<file path="src/rtl/scan_display_mux_if.sv">
// Display bus between the result formatter and the multiplexed 7-segment driver.
//   master: drives ena, in, dp_in, lz_en and bright; observes out, dp, sel and frame
//   slave : the scan driver; consumes the request side and drives the pin side
interface scan_display_mux_if #(
  parameter int unsigned DIGITS = 4,
  parameter int unsigned BW     = 4
);
  // Request side: data to show and display controls
  logic                  ena;
  logic [4*DIGITS-1:0]   in;
  logic [DIGITS-1:0]     dp_in;
  logic                  lz_en;
  logic [BW-1:0]         bright;

  // Pin side: hex nibble, decimal point, active-low digit selects, frame strobe
  logic [3:0]            out;
  logic                  dp;
  logic [DIGITS-1:0]     sel;
  logic                  frame;

  modport master (
    output ena, in, dp_in, lz_en, bright,
    input  out, dp, sel, frame
  );

  modport slave (
    input  ena, in, dp_in, lz_en, bright,
    output out, dp, sel, frame
  );
endinterface

</file>
<file path="src/rtl/scan_display_mux.sv">
// Time-multiplexed driver for common-anode multi-digit 7-segment displays.
// Scans DIGITS nibbles, one per slot of PRESCALE clocks, with anti-ghost blanking
// at the start of each slot, PWM brightness, leading-zero suppression, decimal
// points and a frame-aligned shadow copy of the input so a frame never tears.
//   clk0       system clock
//   rst        asynchronous reset, active low
//   bus.ena    display enable; low forces every select inactive
//   bus.in     packed nibbles, digit k = in[4k+3:4k], digit 0 rightmost
//   bus.dp_in  decimal point request per digit
//   bus.lz_en  leading-zero suppression enable
//   bus.bright last slot count that may be lit (PWM threshold)
//   bus.out    nibble of the active digit, 4'hF when dark
//   bus.dp     decimal point of the active digit, active high
//   bus.sel    digit selects, active low, at most one low
//   bus.frame  one-cycle pulse at the end of each full scan
module scan_display_mux #(
  parameter int unsigned DIGITS   = 4,
  parameter int unsigned PRESCALE = 16,
  parameter int unsigned BLANK    = 2,
  parameter int unsigned BW       = $clog2(PRESCALE)
) (
  input  logic                clk0,
  input  logic                rst,
  scan_display_mux_if.slave   bus
);

  localparam int unsigned CW = $clog2(PRESCALE);
  localparam int unsigned DW = (DIGITS > 1) ? $clog2(DIGITS) : 1;
  localparam int unsigned NW = 4 * DIGITS;

  // Scan position
  logic [CW-1:0]     cnt;
  logic [DW-1:0]     dig;

  // Frame-aligned copy of the displayed data
  logic [NW-1:0]     sh_in;
  logic [DIGITS-1:0] sh_dp;

  // Combinational decode
  logic              slot_end_c;
  logic              frame_end_c;
  logic [CW-1:0]     cnt_nxt_c;
  logic [DW-1:0]     dig_nxt_c;
  logic [DIGITS-1:0] blanked_c;
  logic              keep_c;
  logic [3:0]        cur_nib_c;
  logic              cur_dp_c;
  logic              cur_blank_c;
  logic [DIGITS-1:0] cur_sel_c;
  logic              lit_c;

  // Scan counters: cnt wraps every slot, dig advances on each cnt wrap
  always_comb begin
    slot_end_c  = (cnt == CW'(PRESCALE - 1));
    frame_end_c = slot_end_c && (dig == DW'(DIGITS - 1));
    cnt_nxt_c   = cnt + CW'(1);
    dig_nxt_c   = dig;
    if (slot_end_c) begin
      if (dig == DW'(DIGITS - 1)) begin
        dig_nxt_c = '0;
      end else begin
        dig_nxt_c = dig + DW'(1);
      end
    end
  end

  always_ff @(posedge clk0 or negedge rst) begin
    if (!rst) begin
      cnt <= '0;
      dig <= '0;
    end else begin
      cnt <= cnt_nxt_c;
      dig <= dig_nxt_c;
    end
  end

  // Shadow load on the last clock of a frame so the next frame is coherent
  always_ff @(posedge clk0 or negedge rst) begin
    if (!rst) begin
      sh_in <= '0;
      sh_dp <= '0;
    end else if (frame_end_c) begin
      sh_in <= bus.in;
      sh_dp <= bus.dp_in;
    end
  end

  // Leading-zero mask: walk from the leftmost digit down; once a non-zero
  // nibble or a requested decimal point is seen, that digit and all digits to
  // its right are kept. Digit 0 always stays visible.
  always_comb begin
    keep_c    = 1'b0;
    blanked_c = '0;
    for (int k = int'(DIGITS) - 1; k >= 0; k--) begin
      keep_c = keep_c | (sh_in[4*k +: 4] != 4'h0) | sh_dp[k];
      if (k != 0) begin
        blanked_c[k] = bus.lz_en & ~keep_c;
      end
    end
  end

  // Data, decimal point, blank flag and select pattern of the current digit
  always_comb begin
    cur_nib_c   = 4'h0;
    cur_dp_c    = 1'b0;
    cur_blank_c = 1'b0;
    cur_sel_c   = '1;
    for (int k = 0; k < int'(DIGITS); k++) begin
      if (dig == DW'(k)) begin
        cur_nib_c    = sh_in[4*k +: 4];
        cur_dp_c     = sh_dp[k];
        cur_blank_c  = blanked_c[k];
        cur_sel_c[k] = 1'b0;
      end
    end
  end

  // Lit window: after the anti-ghost gap and up to the brightness threshold
  always_comb begin
    lit_c = bus.ena
          & (cnt >= CW'(BLANK))
          & (cnt <= bus.bright)
          & ~cur_blank_c;
  end

  // Registered pin outputs; reset drives the inactive pattern directly
  always_ff @(posedge clk0 or negedge rst) begin
    if (!rst) begin
      bus.sel   <= '1;
      bus.out   <= 4'hF;
      bus.dp    <= 1'b0;
      bus.frame <= 1'b0;
    end else begin
      bus.frame <= frame_end_c;
      if (lit_c) begin
        bus.sel <= cur_sel_c;
        bus.out <= cur_nib_c;
        bus.dp  <= cur_dp_c;
      end else begin
        bus.sel <= '1;
        bus.out <= 4'hF;
        bus.dp  <= 1'b0;
      end
    end
  end

  // Never drive two digits at once
  a_one_cold: assert property (@(posedge clk0) disable iff (!rst)
    $countones(~bus.sel) <= 1);

endmodule

</file>
<file path="src/flat_wrapper.sv">
// flat-port wrapper written by rule: the top's interface ports become plain ports
module scan_display_mux_flat 
#(
  parameter int unsigned DIGITS   = 4,
  parameter int unsigned PRESCALE = 16,
  parameter int unsigned BLANK    = 2,
  parameter int unsigned BW       = $clog2(PRESCALE)
)
  (clk0, rst, bus_ena, bus_in, bus_dp_in, bus_lz_en, bus_bright, bus_out, bus_dp, bus_sel, bus_frame);
  scan_display_mux_if #(.DIGITS(DIGITS), .BW(BW)) bus_i ();
  input  logic clk0;
  input  logic rst;
  input wire logic [$bits(bus_i.ena)-1:0] bus_ena;
  input wire logic [$bits(bus_i.in)-1:0] bus_in;
  input wire logic [$bits(bus_i.dp_in)-1:0] bus_dp_in;
  input wire logic [$bits(bus_i.lz_en)-1:0] bus_lz_en;
  input wire logic [$bits(bus_i.bright)-1:0] bus_bright;
  output wire logic [$bits(bus_i.out)-1:0] bus_out;
  output wire logic [$bits(bus_i.dp)-1:0] bus_dp;
  output wire logic [$bits(bus_i.sel)-1:0] bus_sel;
  output wire logic [$bits(bus_i.frame)-1:0] bus_frame;
  assign bus_i.ena = bus_ena;
  assign bus_i.in = bus_in;
  assign bus_i.dp_in = bus_dp_in;
  assign bus_i.lz_en = bus_lz_en;
  assign bus_i.bright = bus_bright;
  assign bus_out = bus_i.out;
  assign bus_dp = bus_i.dp;
  assign bus_sel = bus_i.sel;
  assign bus_frame = bus_i.frame;
  scan_display_mux #(.DIGITS(DIGITS), .PRESCALE(PRESCALE), .BLANK(BLANK), .BW(BW)) u_core (.clk0(clk0), .rst(rst), .bus(bus_i));
endmodule
</file>
<file path="config.mk">
export PLATFORM = sky130hd
export DESIGN_NAME = scan_display_mux_flat
export DESIGN_NICKNAME = d
export VERILOG_FILES = /design/src/rtl/scan_display_mux_if.sv /design/src/rtl/scan_display_mux.sv /design/src/flat_wrapper.sv
export SDC_FILE = /design/constraint.sdc
export NUM_CORES = 1
export LEC_CHECK = 0
export ABC_CLOCK_PERIOD_IN_PS = 3440
export CORE_ASPECT_RATIO = 0.5
export CORE_MARGIN = 2
export CORE_UTILIZATION = 53
export DETAILED_ROUTE_END_ITERATION = 12
export PLACE_DENSITY = 0.81
export SLEW_MARGIN = 20
export SYNTH_ARGS = -nofsm -noshare
export SYNTH_HDL_FRONTEND = slang
export SYNTH_SLANG_ARGS = --single-unit
</file>
<file path="constraint.sdc">
create_clock -name clk0 -period 3.44 [get_ports clk0]
set_clock_uncertainty 0.2 [all_clocks]
set_input_delay 0.688 -clock clk0 [delete_from_list [all_inputs] [get_ports clk0]]
set_output_delay 0.688 -clock clk0 [all_outputs]
set_load 0.005 [all_outputs]
</file>
# After elaboration in Yosys (flattened, before gate mapping)

Index checks and enable logic that the tools add are counted.

Register bits after elaboration: 36
Output and inout port bits: 10
Logic and storage cells: 55

$add $sub $neg: 2
$lt $le $gt $ge: 2
Equality and inequality tests: 4
Multiplexer cells: 19
Bitwise gates (word level): 15
Reduce and logical (&&, ||, !) cells: 5

Operators with widths:

| kind                | count |
|---|---|
| $mux 4              | 6 |
| $mux 1              | 12 |
| $reduce_bool 4->1   | 3 |
| $and 1x1->1         | 6 |
| $or 1x1->1          | 5 |
| $add 4x1->4 const B | 1 |
| $eq 2x2->1 const B  | 2 |
| $eq 4x4->1 const B  | 1 |
| $ge 4x2->1 const B  | 1 |
| $le 4x4->1          | 1 |
| $not 1->1           | 4 |
| $add 2x1->2 const B | 1 |
| $eq 2x1->1 const B  | 1 |
| $logic_not 2->1     | 1 |
| $mux 2              | 1 |
| $logic_and 1x1->1   | 1 |

# Depth between registers and ports, before layout

Depth in word-level cells: 14
Gate-level depth with buffers: 7

# Worst setup path after synthesis

Ideal clock, no wire load.

Kind: input -> register
Start: input bus_bright[3]
End: register u_core.bus.dp
Library setup time: 0.073 ns
Arrival: 1.673 ns
Required time: 3.167 ns
Setup slack: 1.494 ns
Cell stages on the path: 6
Cell sequence: inv_1 -> ha_1 -> a21oi_1 -> nand3_1 -> a21oi_2 -> nor2b_1

Longest elaborated chain between the ends: 4

Ends and longest elaborated chain:

| element              | RTL line                  | source |
|---|---|---|
| start, declared      | flat_wrapper.sv:17        | `input wire logic [$bits(bus_i.bright)-1:0] bus_bright;` |
| $le 4x4->1           | scan_display_mux.sv:122   | `& (cnt <= bus.bright)` |
| $and 1x1->1          | scan_display_mux.sv:122   |  |
| $and 1x1->1          | scan_display_mux.sv:123   | `& ~cur_blank_c;` |
| $mux 1               | scan_display_mux.sv:135   | `if (lit_c) begin` |
| end signal, assigned | scan_display_mux.sv:138   | `bus.dp <= cur_dp_c;` |
| end, declared        | scan_display_mux_if.sv:28 | `output out, dp, sel, frame` |

No other way between the ends.
A chain may end at the register's enable or synchronous reset.

# Worst setup path in the final report

Same ends and word-level chain as after synthesis.

==> run summary <==
* total via count in the routed design: 1364
* highest-count cells in the layout ignoring fill and taps: 53 x sky130_fd_sc_hd__nand2_1, 37 x sky130_fd_sc_hd__clkdlybuf4s50_1, 28 x sky130_fd_sc_hd__dfrtp_1
* cell chosen for the clock root: sky130_fd_sc_hd__clkbuf_8
* crit-path cells: clkdlybuf4s50_1 -> inv_1 -> ha_1 -> a21oi_1 -> nand3_1 -> a21oi_2 -> nor2b_1
* switching share of total power: 0.214
* post-CTS sizing: 0
* share of post-route cells with drive strength above 1: 0.0876
* type of destination of the critical path: flop
* leading cell type in the layout, fill and taps excluded: sky130_fd_sc_hd__nand2_1
* FF/Latch Area: 911 um2
* worst-path maximum fanout: 9
* number of warning messages in the yosys log: 0
* required time of the critical path: 3.45 ns
* Clock Sinks: 36
* number of levels the H-tree was split into: 2
* complex-gate fraction of the synthesized area: 0.111
* share of power burned in registers: 0.559
* effective utilization at floorplan: 0.558
* Post-Synth XOR/XNOR Area: 0.0104
* IO Pins: 38
* final cycle utilization of the critical path: 0.688
* setup TNS after final layout: 0 ns
* largest buffer count on any clock path: 2
* total placed instance area: 2070 um2
* WL/cell: 13.6 um
* share of total power in the clock network: 0.383
* total setup violations reported at the end of the flow: 0
* final count of pins violating max slew: 0
* final hold vios: 0
* standard-cell row count: 14
* category of the most critical setup path: in -> reg
* core region area: 3010 um2
* result of the run: finished, final reports clean
* cell at the slowest stage of the critical path: sky130_fd_sc_hd__clkdlybuf4s50_1
* Placer Congestion: 0.863
* postcts setup bufs: 0
* quantity of I/O buffers inserted on ports: 37
* GRT overflow: 0
* Seq/Total Area, Yosys: 0.542
* Yosys cell types: 30
* largest net degree at the start of global routing: 37
* proportion of register bits with asynchronous set or reset after synthesis: 1.00
* delay of the slowest critical-path stage: 0.45 ns
* type of element launching the critical path: input pin
* synthesized instance count: 177
* detailed-route vias per instance: 5.31
* leakage dissipation: 0.970 nW
* Max rail drop VDD: 260 uV
* post-synthesis area per instance: 9.50 um2
* vertical die dimension: 43.8 um
* NetSw: 0.000162 W
* area delta synth->final: 27.9%
* flop and latch count out of synthesis: 36
* number of nets with antenna violations after detailed routing: 0
* CTS tree: built
* mux share of post-synthesis cell area: 0.00670
* Min-Delay Path Class: reg -> reg
* cell-internal power: 0.000595 W
* number of enable-type register cells in the synthesized netlist: 0
* post-route cell area: 2150 um2
* Fillers: 242
* vias in the first global route: 1277
* die area: 3670 um2
* main combinational cell family by area after synthesis: simple AND/OR/NAND/NOR gates
* fmax: 0.422 GHz
* setup repair after global routing missed its margin: no
* Worst-Skew Late Latency: 0.29 ns
* global-route wire length before repair: 5980 um
* CTS buffer count: 5
* endpoint arrival time on the critical path: 2.37 ns
* NumNets Final: 254
* power density relative to cell area: 352 nW/um2
* Detail Placement HPWL: 2500 um
* final antenna diode count: 0
* dominant register cell in the synthesized netlist: sky130_fd_sc_hd__dfrtp_1
* Detailed Route Iter0 Violations: 130
* number of antenna violations at the first check in global routing: 0
* All-Layer GR Usage: 0.217
* shortest clock period the worst path allows after layout: 2.37 ns
* area fraction in and, or, nand and nor cells after synthesis: 0.196
* area of the multi-input gates: 671 um2
* DIE WIDTH: 83.7 um
* fraction of the mapped netlist area in adder cells: 0.0744
* clock-pin slew reported for the worst setup and hold paths after clock tree synthesis: 0.07 ns
* count of unresolved DRC violations after routing: 0
* relative slew slack: 0.657
* Worst Tran Pin Value: 0.515 ns
* Comb power frac: 0.058
* synthesized area: 1680 um2
* # hold bufs at CTS: 0
* max-cap violations: 0
* Total Wirelength: 3480 um
* syn_nets: 215
* drt first pass iters: 4
-- routing by layer --
layer  vias to the layer above  GRT usage  share of wire
met3                         7     0.0667          0.070
met1                       647      0.294           0.46
met5                         -          0              0
met4                         0     0.0903          0.013
li1                        670          -              -
met2                        40      0.334           0.46
-- power by group through the flow --
stage | registers [W] | logic (W) | clock network, W
after floorplan | 0.000431 | 0.00000390 | 0
after global placement | 0.000431 | 0.0000431 | 0
after detailed placement | 0.000431 | 0.0000442 | 0
after CTS | 0.000424 | 0.0000444 | 0.000294
after global routing | 0.000423 | 0.0000479 | 0.000315
final | 0.000424 | 0.0000436 | 0.000290
-- critical path: cells and delay by family --
family / cells / cell delay, ns
fa+ha+maj: 1 / 0.33
buf+inv: 2 / 0.49
simple gates: 2 / 0.34
compound gates: 2 / 0.53
-- path summary, 6_finish.rpt --
kind	start	to	slack [ns]	cells after the start
worst max register to register	u_core.dig[0]	u_core.sh_in[6]	1.41	4
worst min register to register	u_core.sh_in[2]	u_core.sh_in[2]	0.28	2
worst min-delay path	u_core.sh_in[2]	u_core.sh_in[2]	0.28	2
max in group asynchronous	rst	u_core.bus.sel[1]	2.08	2
min in group asynchronous	rst	u_core.dig[1]	0.61	2
worst max-delay path	bus_bright[3]	u_core.bus.dp	1.07	7
-- cell families after synthesis --
logic type,after synthesis
and+or+nand+nor,75
DFF,36
AOI/OAI and AO/OA,32
buffers and inverters,21
adders and majority gates,10
xor gates and xnor gates,2
muxes,1
-- through the flow --
stage	instances	util	setup slack (ns)	power, W	hold WS [ns]
3_5_place_dp	249	0.687	0.770	0.000475	0.271
6_report	257	0.714	1.07	0.000757	0.285
2_1_floorplan	177	-	1.49	0.000435	0.192
3_3_place_gp	249	0.687	0.885	0.000474	0.264
4_1_cts	257	0.714	1.08	0.000762	0.289
5_1_grt	257	0.714	0.946	0.000786	0.320
-- Yosys cell counts, drive strengths merged, types with 2 or more instances --
cell type	instances	area [um2]
nand2	53	199
dfrtp	28	701
inv	14	52.6
a21oi	13	68.8
nand3	12	60.1
o21ai	11	55.1
ha	10	125
dfstp	8	210
a22oi	5	37.5
buf	5	40.0
nor4	3	25.0
clkbuf	2	7.51
nand4	2	12.5
-- state kept, by name (all words and copies together) (netlist names) --
signal	cells
u_core.bus.frame	1
u_core.bus.dp	1
u_core.sh_dp	4
u_core.dig	2
u_core.bus.sel	4
u_core.sh_in	16
u_core.bus.out	4
u_core.cnt	4
-- cell type report --
cell class,instances,share of cell area
Clock buffer,7,0.0355
Multi-Input combinational cell,120,0.312
Timing Repair Buffer,39,0.179
Sequential cell,36,0.424
Tap cell,40,0.0233
Clock inverter,1,0.00233
Inverter,14,0.0244
No activity file was read; power rests on OpenSTA's default activity.
